`src/rtl/noc_packetizer_if.sv`:
```
// Packetizer bus bundle: descriptor, payload stream, flit and credit lines.
// slave = packetizer side, master = source/router side.
interface noc_packetizer_if #(
  parameter int DATA_W = 32,
  parameter int ADDR_W = 2
);
  logic              pkt_valid;
  logic              pkt_ready;
  logic [ADDR_W-1:0] pkt_dest_x;
  logic [ADDR_W-1:0] pkt_dest_y;
  logic [3:0]        pkt_len;
  logic              data_valid;
  logic              data_ready;
  logic [DATA_W-1:0] data_in;
  logic [DATA_W+1:0] flit_out;
  logic              flit_valid;
  logic              credit_in;
  logic              credit_err;

  modport slave (
    input  pkt_valid, pkt_dest_x, pkt_dest_y, pkt_len,
    input  data_valid, data_in, credit_in,
    output pkt_ready, data_ready, flit_out, flit_valid,
    output credit_err
  );

  modport master (
    output pkt_valid, pkt_dest_x, pkt_dest_y, pkt_len,
    output data_valid, data_in, credit_in,
    input  pkt_ready, data_ready, flit_out, flit_valid,
    input  credit_err
  );
endinterface

```
`src/rtl/noc_packetizer.sv`:
```
// NoC packetizer: descriptor + payload stream -> HEAD/BODY/TAIL flits,
// credit flow control toward the router local-port input buffer.
// Ports: clk, rst (async active-high), bus (noc_packetizer_if.slave):
//   pkt_valid/pkt_ready/pkt_dest_x/pkt_dest_y/pkt_len  descriptor
//   data_valid/data_ready/data_in                     payload stream
//   flit_out/flit_valid                               registered flits
//   credit_in/credit_err                              credit return
// Optional macro NOC_PACKETIZER_STATS_EN adds pkt_count, flit_count,
// stall_count (16-bit saturating).
module noc_packetizer #(
  parameter int DATA_W    = 32,
  parameter int ADDR_W    = 2,
  parameter int BUF_DEPTH = 4,
  parameter int SRC_X     = 0,
  parameter int SRC_Y     = 0,
  parameter int MAX_LEN   = 8
) (
  input  logic             clk,
  input  logic             rst,
  noc_packetizer_if.slave  bus
`ifdef NOC_PACKETIZER_STATS_EN
  ,
  output logic [15:0]      pkt_count,
  output logic [15:0]      flit_count,
  output logic [15:0]      stall_count
`endif
);

  localparam int CW = $clog2(BUF_DEPTH + 1);
  localparam logic [CW-1:0] CRED_MAX = CW'(BUF_DEPTH);
  localparam logic [3:0]    LEN_MAX  = 4'(MAX_LEN);

  localparam logic [1:0] S_IDLE = 2'd0;
  localparam logic [1:0] S_HEAD = 2'd1;
  localparam logic [1:0] S_PAY  = 2'd2;

  localparam logic [1:0] T_HEAD = 2'b01;
  localparam logic [1:0] T_BODY = 2'b10;
  localparam logic [1:0] T_TAIL = 2'b11;

  logic [1:0]        state_q, state_d;
  logic [ADDR_W-1:0] dx_q, dx_d;
  logic [ADDR_W-1:0] dy_q, dy_d;
  logic [3:0]        len_q, len_d;
  logic [3:0]        cnt_q, cnt_d;
  logic [CW-1:0]     cred_q, cred_d;
  logic              err_q, err_d;
  logic              fv_q, fv_d;
  logic [DATA_W+1:0] fo_q, fo_d;

  logic              has_cred;
  logic              accept;
  logic              send_head;
  logic              send_pay;
  logic              send;
  logic              last;
  logic [3:0]        len_clamp;
  logic [DATA_W-1:0] head_pl;

  assign has_cred  = (cred_q != '0);
  assign accept    = bus.pkt_valid && (state_q == S_IDLE);
  assign send_head = (state_q == S_HEAD) && has_cred;
  assign send_pay  = (state_q == S_PAY) && has_cred
                   && bus.data_valid;
  assign send      = send_head || send_pay;
  assign last      = (cnt_q == len_q - 4'd1);

  assign bus.pkt_ready  = (state_q == S_IDLE);
  assign bus.data_ready = (state_q == S_PAY) && has_cred;
  assign bus.flit_out   = fo_q;
  assign bus.flit_valid = fv_q;
  assign bus.credit_err = err_q;

  always_comb begin
    len_clamp = bus.pkt_len;
    if (bus.pkt_len == 4'd0) begin
      len_clamp = 4'd1;
    end else if (bus.pkt_len > LEN_MAX) begin
      len_clamp = LEN_MAX;
    end
  end

  always_comb begin
    head_pl = '0;
    head_pl[ADDR_W-1:0]          = dx_q;
    head_pl[2*ADDR_W-1:ADDR_W]   = dy_q;
    head_pl[3*ADDR_W-1:2*ADDR_W] = ADDR_W'(SRC_X);
    head_pl[4*ADDR_W-1:3*ADDR_W] = ADDR_W'(SRC_Y);
    head_pl[4*ADDR_W+3:4*ADDR_W] = len_q;
  end

  always_comb begin
    state_d = state_q;
    dx_d    = dx_q;
    dy_d    = dy_q;
    len_d   = len_q;
    cnt_d   = cnt_q;
    case (state_q)
      S_IDLE: begin
        if (accept) begin
          state_d = S_HEAD;
          dx_d    = bus.pkt_dest_x;
          dy_d    = bus.pkt_dest_y;
          len_d   = len_clamp;
          cnt_d   = 4'd0;
        end
      end
      S_HEAD: begin
        if (send_head) state_d = S_PAY;
      end
      S_PAY: begin
        if (send_pay) begin
          cnt_d = cnt_q + 4'd1;
          if (last) state_d = S_IDLE;
        end
      end
      default: state_d = S_IDLE;
    endcase
  end

  always_comb begin
    fv_d = send;
    fo_d = fo_q;
    unique case (1'b1)
      send_head: fo_d = {T_HEAD, head_pl};
      send_pay:  fo_d = {last ? T_TAIL : T_BODY, bus.data_in};
      default:   fo_d = fo_q;
    endcase
  end

  // A return while the counter is full has no slot to give back;
  // flag it and keep the count. Send + return cancel out.
  always_comb begin
    cred_d = cred_q;
    err_d  = err_q;
    unique case ({send, bus.credit_in})
      2'b10: cred_d = cred_q - CW'(1);
      2'b01: begin
        if (cred_q == CRED_MAX) err_d  = 1'b1;
        else                    cred_d = cred_q + CW'(1);
      end
      default: cred_d = cred_q;
    endcase
  end

  always_ff @(posedge clk or posedge rst) begin
    if (rst) begin
      state_q <= S_IDLE;
      dx_q    <= '0;
      dy_q    <= '0;
      len_q   <= 4'd1;
      cnt_q   <= 4'd0;
      cred_q  <= CRED_MAX;
      err_q   <= 1'b0;
      fv_q    <= 1'b0;
      fo_q    <= '0;
    end else begin
      state_q <= state_d;
      dx_q    <= dx_d;
      dy_q    <= dy_d;
      len_q   <= len_d;
      cnt_q   <= cnt_d;
      cred_q  <= cred_d;
      err_q   <= err_d;
      fv_q    <= fv_d;
      fo_q    <= fo_d;
    end
  end

`ifdef NOC_PACKETIZER_STATS_EN
  logic [15:0] pc_q, pc_d;
  logic [15:0] fc_q, fc_d;
  logic [15:0] sc_q, sc_d;
  logic        pending;

  // Something would go out this cycle if a credit were available.
  assign pending = (state_q == S_HEAD)
                || ((state_q == S_PAY) && bus.data_valid);

  always_comb begin
    pc_d = pc_q;
    fc_d = fc_q;
    sc_d = sc_q;
    if (send_pay && last && pc_q != 16'hFFFF)
      pc_d = pc_q + 16'd1;
    if (send && fc_q != 16'hFFFF)
      fc_d = fc_q + 16'd1;
    if (pending && !has_cred && sc_q != 16'hFFFF)
      sc_d = sc_q + 16'd1;
  end

  always_ff @(posedge clk or posedge rst) begin
    if (rst) begin
      pc_q <= '0;
      fc_q <= '0;
      sc_q <= '0;
    end else begin
      pc_q <= pc_d;
      fc_q <= fc_d;
      sc_q <= sc_d;
    end
  end

  assign pkt_count   = pc_q;
  assign flit_count  = fc_q;
  assign stall_count = sc_q;
`endif

endmodule

```
`src/flat_wrapper.sv`:
```
// flat-port wrapper written by rule: the top's interface ports become plain ports
module noc_packetizer_flat 
#(
  parameter int DATA_W    = 32,
  parameter int ADDR_W    = 2,
  parameter int BUF_DEPTH = 4,
  parameter int SRC_X     = 0,
  parameter int SRC_Y     = 0,
  parameter int MAX_LEN   = 8
)
  (clk, rst, bus_pkt_valid, bus_pkt_dest_x, bus_pkt_dest_y, bus_pkt_len, bus_data_valid, bus_data_in, bus_credit_in, bus_pkt_ready, bus_data_ready, bus_flit_out, bus_flit_valid, bus_credit_err);
  noc_packetizer_if #(.DATA_W(DATA_W), .ADDR_W(ADDR_W)) bus_i ();
  input  logic clk;
  input  logic rst;
  input wire logic [$bits(bus_i.pkt_valid)-1:0] bus_pkt_valid;
  input wire logic [$bits(bus_i.pkt_dest_x)-1:0] bus_pkt_dest_x;
  input wire logic [$bits(bus_i.pkt_dest_y)-1:0] bus_pkt_dest_y;
  input wire logic [$bits(bus_i.pkt_len)-1:0] bus_pkt_len;
  input wire logic [$bits(bus_i.data_valid)-1:0] bus_data_valid;
  input wire logic [$bits(bus_i.data_in)-1:0] bus_data_in;
  input wire logic [$bits(bus_i.credit_in)-1:0] bus_credit_in;
  output wire logic [$bits(bus_i.pkt_ready)-1:0] bus_pkt_ready;
  output wire logic [$bits(bus_i.data_ready)-1:0] bus_data_ready;
  output wire logic [$bits(bus_i.flit_out)-1:0] bus_flit_out;
  output wire logic [$bits(bus_i.flit_valid)-1:0] bus_flit_valid;
  output wire logic [$bits(bus_i.credit_err)-1:0] bus_credit_err;
  assign bus_i.pkt_valid = bus_pkt_valid;
  assign bus_i.pkt_dest_x = bus_pkt_dest_x;
  assign bus_i.pkt_dest_y = bus_pkt_dest_y;
  assign bus_i.pkt_len = bus_pkt_len;
  assign bus_i.data_valid = bus_data_valid;
  assign bus_i.data_in = bus_data_in;
  assign bus_i.credit_in = bus_credit_in;
  assign bus_pkt_ready = bus_i.pkt_ready;
  assign bus_data_ready = bus_i.data_ready;
  assign bus_flit_out = bus_i.flit_out;
  assign bus_flit_valid = bus_i.flit_valid;
  assign bus_credit_err = bus_i.credit_err;
  noc_packetizer #(.DATA_W(DATA_W), .ADDR_W(ADDR_W), .BUF_DEPTH(BUF_DEPTH), .SRC_X(SRC_X), .SRC_Y(SRC_Y), .MAX_LEN(MAX_LEN)) u_core (.clk(clk), .rst(rst), .bus(bus_i));
endmodule
```
`config.mk`:
```
export PLATFORM = sky130hd
export DESIGN_NAME = noc_packetizer_flat
export DESIGN_NICKNAME = d
export VERILOG_FILES = /design/src/rtl/noc_packetizer_if.sv /design/src/rtl/noc_packetizer.sv /design/src/flat_wrapper.sv
export SDC_FILE = /design/constraint.sdc
export NUM_CORES = 1
export LEC_CHECK = 0
export ABC_CLOCK_PERIOD_IN_PS = 3040
export BUFFER_PORTS_ARGS = -buffer_cell sky130_fd_sc_hd__buf_2
export CORE_AREA = 3 3 81 83
export CTS_CLUSTER_DIAMETER = 200
export DETAILED_ROUTE_END_ITERATION = 10
export DIE_AREA = 0 0 84 86
export HOLD_SLACK_MARGIN = 0.02
export PLACE_DENSITY = 0.65
export SLEW_MARGIN = 15
export SYNTH_ARGS = -nofsm -noshare
export SYNTH_HDL_FRONTEND = slang
export SYNTH_SLANG_ARGS = --single-unit
```
`constraint.sdc`:
```
create_clock -name clk -period 3.04 [get_ports clk]
set_input_delay 0.456 -clock clk [delete_from_list [all_inputs] [get_ports clk]]
set_output_delay 0.456 -clock clk [all_outputs]
set_load 0.02 [all_outputs]
```
==> Word level (Yosys, flattened, before mapping) <==
Cells that the tools add are included.
{ "word_totals": {"word_cells": 55, "ram_bits": 0, "latchBits": 0, "regBits": 53, "output_inout_bits": 38, "memories": 0, "rom_bits": 0} }
{ "op_classes": {"n_reduce_logical": 16, "div": 0, "addsub": 4, "muxes": 14, "n_eq_ne": 11, "n_shift": 0, "bitwise": 0, "n_lt_le_gt_ge": 1, "mul": 0} }
{ "op_table": {"columns": ["op", "count"], "rows": [
  ["$pmux 34 s2", 1],
  ["$mux 4", 4],
  ["$mux 2", 4],
  ["$ne 2x1->1 const B", 4],
  ["$pmux 4 s2", 1],
  ["$pmux 2 s3", 1],
  ["$pmux 3 s2", 1],
  ["$reduce_and 2->1", 3],
  ["$reduce_bool 2->1", 3],
  ["$add 4x1->4 const B", 1],
  ["$eq 2x1->1 const B", 2],
  ["$eq 2x2->1 const B", 2],
  ["$eq 4x4->1", 1],
  ["$gt 4x4->1 const B", 1],
  ["$logic_and 1x1->1", 4],
  ["$logic_not 4->1", 1],
  ["$reduce_and 4->1", 1],
  ["$sub 4x1->4 const B", 1],
  ["$add 3x1->3 const B", 1],
  ["$eq 3x3->1 const B", 1],
  ["$mux 3", 1],
  ["$reduce_and 3->1", 1],
  ["$reduce_bool 3->1", 1],
  ["$sub 3x1->3 const B", 1],
  ["4 further kinds", 4]
]} }

==> Logic depth before layout (Yosys ltp) <==
{ "depth": {"depth_word": 7, "depth_mapped": 9, "ltp_nobuf": 7} }

==> Worst setup path before layout <==
No wires, ideal clock.
{ "synth_path": {"path_kind": "register to register", "startpoint": "register u_core.cred_q[0]", "endpoint": "register u_core.cred_q[2]", "t_arrival_ps": 2338, "required_time_ps": 2959, "n_path_buf": 1, "synth_period_minus_slack_ps": 2420, "setup_slack_ps": 620, "path_stages_with_launch": 9, "path_cell_list": "dfrtp_1 > or3_1 > o21ai_4 > buf_6 > nand2_1 > fa_1 > or2_2 > o31a_1 > o211ai_1"} }
{ "synth_via": {"elab_chain_len": 7, "word_cells_on_any_way": 15, "cone_classes": "add/sub (2); eq/ne (4); mux (2); reduce/logical (7)"} }
{ "synth_rtl": {"columns": ["element", "line_no", "source"], "rows": [
  ["start: declaration", "noc_packetizer.sv:46", "logic [CW-1:0] cred_q, cred_d;"],
  ["start signal: assignment", "noc_packetizer.sv:163", "cred_q <= cred_d;"],
  ["$reduce_bool 3->1", "noc_packetizer.sv:60", "assign has_cred = (cred_q != '0);"],
  ["$logic_and 1x1->1", "noc_packetizer.sv:63", "assign send_pay = (state_q == S_PAY) && has_cred"],
  ["$logic_and 1x1->1", "noc_packetizer.sv:64", "&& bus.data_valid;"],
  ["$logic_or 1x1->1", "noc_packetizer.sv:65", "assign send = send_head || send_pay;"],
  ["$eq 2x1->1 / $eq 2x2->1 (equally long branches)", "noc_packetizer.sv:136", "unique case ({send, bus.credit_in})"],
  ["$ne 2x2->1 (no line) / $reduce_bool 2->1 (equally long branches)", null, null],
  ["$reduce_and 2->1 (no line)", null, null]
]} }
Parallel ways exist; a longest one is shown, timed or not. The select of a mux whose other input is x is not followed.
A chain may end at the register's enable or synchronous reset.

==> Final worst setup path <==
{ "layout_path": {"startpoint": "register u_core.state_q[0]", "endpoint": "register u_core.cred_q[2]"} }
{ "layout_via": {"elab_chain_len": 7, "word_cells_on_any_way": 12, "cone_classes": "eq/ne (5); mux (1); reduce/logical (6)"} }
{ "layout_rtl": {"columns": ["element", "line_no", "source"], "rows": [
  ["start: declaration", "noc_packetizer.sv:41", "logic [1:0] state_q, state_d;"],
  ["start signal: assignment", "noc_packetizer.sv:158", "state_q <= state_d;"],
  ["$eq 2x2->1", "noc_packetizer.sv:63", null],
  ["$logic_and 1x1->1", "noc_packetizer.sv:63", null],
  ["$logic_and 1x1->1", "noc_packetizer.sv:64", null],
  ["$logic_or 1x1->1 *", "noc_packetizer.sv:65", null],
  ["$eq 2x1->1 / $eq 2x2->1 (equally long branches)", "noc_packetizer.sv:136", null],
  ["$ne 2x2->1 (no line) / $reduce_bool 2->1 (equally long branches)", null, null],
  ["$reduce_and 2->1 (no line)", null, null]
]} }
Every way passes the cells marked *; elsewhere a longest branch is shown, timed or not.

==> flow_summary.yaml <==
routing:
  post-route-drc-count: 0
  viasPerCell: 4.97
  antenna_left: 0
  detail_route.wirelength_um: 4990
  dr.pass1.iters: 6
  drt_iter0_drc: 56
  dr_total_vias: 1766
  wl_per_cell_um: 14.1
sta:
  sum_neg_setup_slack_ns: 0
  slew_headroom_pct: 40.2
  finalHoldViolations: 0
  timing.final.crit_share_pct: 88.0
  report.final.slew_viol_count: 0
  peak_clock_frequency_supported_by_timing_ghz: 0.374
  post-route-min-period_ns: 2.67
  grt_setup_unrepaired: "no"
  finalWorstSetupSlack_ns: 0.366
  setup_viol: 0
  tightestPinTransition_ns: 0.898
  worst_clock_skew_ns: 0.00659
worst_setup_path:
  worst_setup_path_endpoint: "u_core.cred_q[2]$_DFFE_PP1P_"
  criticalPathCategory: "reg2reg"
  number_of_cells_on_the_worst_reg_to_reg_path: 7
  setup.worst_path.start: "u_core.state_q[0]$_DFFE_PP0P_"
  regToRegStartpoint: "u_core.state_q[0]$_DFFE_PP0P_"
  crit_path_arrival_time_ns: 2.90
  worstSetupEndpointType: "register"
  register_to_register_setup_slack_ns: 0.37
  crit_required_ns: 3.27
  timing.critical_path.from_type: "register"
  crit_path_max_fanout: 26
  r2r_end: "u_core.cred_q[2]$_DFFE_PP1P_"
synth:
  synth_area_per_cell_sq_um: 12.0
  post_synth_num_cell_types: 41
  synth_edf_count: 0
  postSynthCellCount: 196
  synth_compound_gate_area_share_pct: 16.7
  post_synth_xor_area_fraction_pct: 3.36
  synth.area.mux_share_pct: 6.24
  async_flop_share_pct: 100
  combinational_family_with_the_most_area_after_synthesis: "compound AO/OA/AOI/OAI gates"
  yosys_most_used_dff: "sky130_fd_sc_hd__dfrtp_1"
  ys_seq_area_share_pct: 56.6
  post_synth_instance_area_sq_um: 2350
  yosysWarnings: 0
  yosys.area_share.adder_pct: 1.92
  ys_seq_elements: 53
  synth_simple_gate_area_share_pct: 11.9
  synth.net_count: 244
placed_design:
  dpl_cell_area_sq_um: 2820
  place_hpwl_um: 3530
  post-place-ws_ns: 0.232
  place.gp.congestion: 0.745
  port_buffers: 82
cts:
  cts-htree-levels: 2
  cts_post_setup_buffers_inserted: 0
  postCtsResizedCells: 0
  cts_sink_count: 53
  cts_inserted_buffers: 5
  clk_latency_ns: 0.30
  cts_tree: "yes"
  cts_hold_buf: 0
  clk_transition_reported_paths_ns: 0.10
  clockBufferDepth: 2
  clock-root-buffer: "sky130_fd_sc_hd__clkbuf_8"
global_routing:
  grt_pass1_wl_um: 8360
  antenna_found_initial: 0
  gr-usage-all-layers_pct: 14.4
  grt_remaining_overflow: 0
  grt_start_max_net_pins: 54
  first_global_vias: 1744
status:
  run_status: "finished clean"
die:
  floorplan.die.height_um: 86
  fp-row-count: 28
  boundaryPins: 83
  placeableCoreArea_sq_um: 5920
  die_width_um: 84
  initial_cell_density_of_the_core_pct: 39.6
  dieArea_sq_um: 7220
cells_and_area:
  ant_diodes: 0
  synthToLayoutAreaGrowth_pct: 25.1
  post_route_cells_drive_above_1_share_pct: 38.9
  end_of_flow_core_utilization_pct: 49.6
  fin_nets: 327
  layout.cell_area.non_filler_sq_um: 2940
power_and_ir_drop:
  fin_total_pwr_mw: 3.30
  power.density_nw_per_um2: 1120
  p_leak_nw: 1.45
  vdd_ir_drop_max_mv: 0.542
job:
  cap_violations: 0
min_path:
  timing.hold.worst.class: "in2async"
-- cells in the mapped netlist, types with 2 or more instances --
library cell,count,share of area (%)
sky130_fd_sc_hd__a21oi_1,2,0.43
sky130_fd_sc_hd__nor2_4,2,0.96
sky130_fd_sc_hd__buf_2,4,0.85
sky130_fd_sc_hd__mux2_2,5,2.4
sky130_fd_sc_hd__xor2_1,4,1.5
sky130_fd_sc_hd__nor2_1,9,1.4
sky130_fd_sc_hd__buf_6,3,1.4
sky130_fd_sc_hd__clkbuf_1,2,0.32
sky130_fd_sc_hd__o211ai_1,2,0.64
sky130_fd_sc_hd__nand2_1,18,2.9
sky130_fd_sc_hd__nand2b_1,5,1.3
sky130_fd_sc_hd__a22o_1,24,9.0
sky130_fd_sc_hd__nor3_1,2,0.43
sky130_fd_sc_hd__dfrtp_1,51,54
sky130_fd_sc_hd__nand3_1,5,1.1
sky130_fd_sc_hd__o31ai_1,2,0.64
sky130_fd_sc_hd__ha_1,2,1.1
sky130_fd_sc_hd__o21ai_0,15,3.2
sky130_fd_sc_hd__mux2i_1,9,3.8
sky130_fd_sc_hd__inv_1,4,0.64
sky130_fd_sc_hd__xnor2_1,5,1.9
sky130_fd_sc_hd__dfstp_2,2,2.2
-- cell families after synthesis --
| family | count (synthesis) |
|---|---|
| DFF | 53 |
| AOI/OAI and AO/OA | 52 |
| and+or+nand+nor | 52 |
| muxes | 14 |
| buffers and inverters | 13 |
| xor gates and xnor gates | 9 |
| adders and majority gates | 3 |
-- cell type report --
type                            instances  area, sq um
Timing Repair Buffer                   85          433
Multi-Input combinational cell        130          945
Clock inverter                          2         37.5
Clock buffer                            6         82.6
Sequential cell                        53         1330
Inverter                                4         16.3
Fill cell                             534         2980
Tap cell                               75         93.8
-- metal layers --
layer	track usage [%]	routed length (um)	part of all wire (%)
met3	3.17	297	6.0
met2	22.7	2310	46
met1	19.7	2320	46
met4	5.41	61	1.2
met5	0	0	0
-- power by group --
group	total, mW	leakage (nW)	switching, mW	internal, mW
registers	1.29	0.668	0.247	1.04
logic	1.50	0.728	0.884	0.621
clock network	0.501	0.0574	0.233	0.268
-- metrics by stage --
stage | std cells | hold WS (ns)
floorplan | 196 | 0.479
global placement | 347 | 0.466
detailed placement | 347 | 0.472
CTS | 355 | 0.323
global route | 355 | 0.347
finish | 355 | 0.291
-- worst min path at each step --
stage / start / end / slack [ns] / cells after the start
detailed placement: u_core.bus.credit_err$_DFFE_PP0P_ / u_core.bus.credit_err$_DFFE_PP0P_ / 0.47 / 1
global placement: u_core.bus.credit_err$_DFFE_PP0P_ / u_core.bus.credit_err$_DFFE_PP0P_ / 0.47 / 1
CTS: bus_pkt_len[3] / u_core.len_q[0]$_DFFE_PP1P_ / 0.32 / 2
floorplan: u_core.len_q[0]$_DFFE_PP1P_ / u_core.len_q[0]$_DFFE_PP1P_ / 0.48 / 2
finish: rst / u_core.dx_q[0]$_DFFE_PP0P_ / 0.29 / 2
global route: bus_pkt_len[3] / u_core.len_q[0]$_DFFE_PP1P_ / 0.35 / 2
-- registers in the layout, indices dropped and copies added (netlist names) --
name / cells
u_core.bus.credit_err: 1
u_core.bus.flit_out: 34
u_core.bus.flit_valid: 1
u_core.cnt_q: 4
u_core.cred_q: 3
u_core.dx_q: 2
u_core.dy_q: 2
u_core.len_q: 4
u_core.state_q: 2
-- critical path, cell delays in order (launching register included) --
cell	delay (ns)
sky130_fd_sc_hd__dfrtp_1	0.44
sky130_fd_sc_hd__and3b_1	0.31
sky130_fd_sc_hd__o21ai_4	0.58
sky130_fd_sc_hd__nand2_1	0.15
sky130_fd_sc_hd__fa_1	0.43
sky130_fd_sc_hd__or2_2	0.30
sky130_fd_sc_hd__o31a_1	0.23
sky130_fd_sc_hd__o211ai_1	0.16
-- cells in the final DEF (no fill, tap or decap), drive strengths merged --
master    synthesis  layout
mux2i             9       9
or2               1       1
o41ai             1       1
xor2              4       4
fa                1       1
a21boi            1       1
nand3b            1       1
nand2b            5       5
inv               4       3
nor2             11      11
and3b             1       1
o31ai             2       2
o31a              1       1
nor4              1       1
clkinvlp          0       1
mux2              5       5
or3               1       1
nor3              4       4
dfstp             2       2
o22ai             1       1
nand4             1       1
nand2            19      19
o211ai            2       2
clkinv            0       1
o21ai            16      16
xnor2             5       5
o221ai            1       1
bufinv            0       1
nand4b            1       1
clkbuf            2       6
buf               7      85
and2b             1       1
nand3             5       5
ha                2       2
a41o              1       1
a21oi             2       2
a22o             24      24
dfrtp            51      51
No activity file was read; power rests on OpenSTA's default activity.
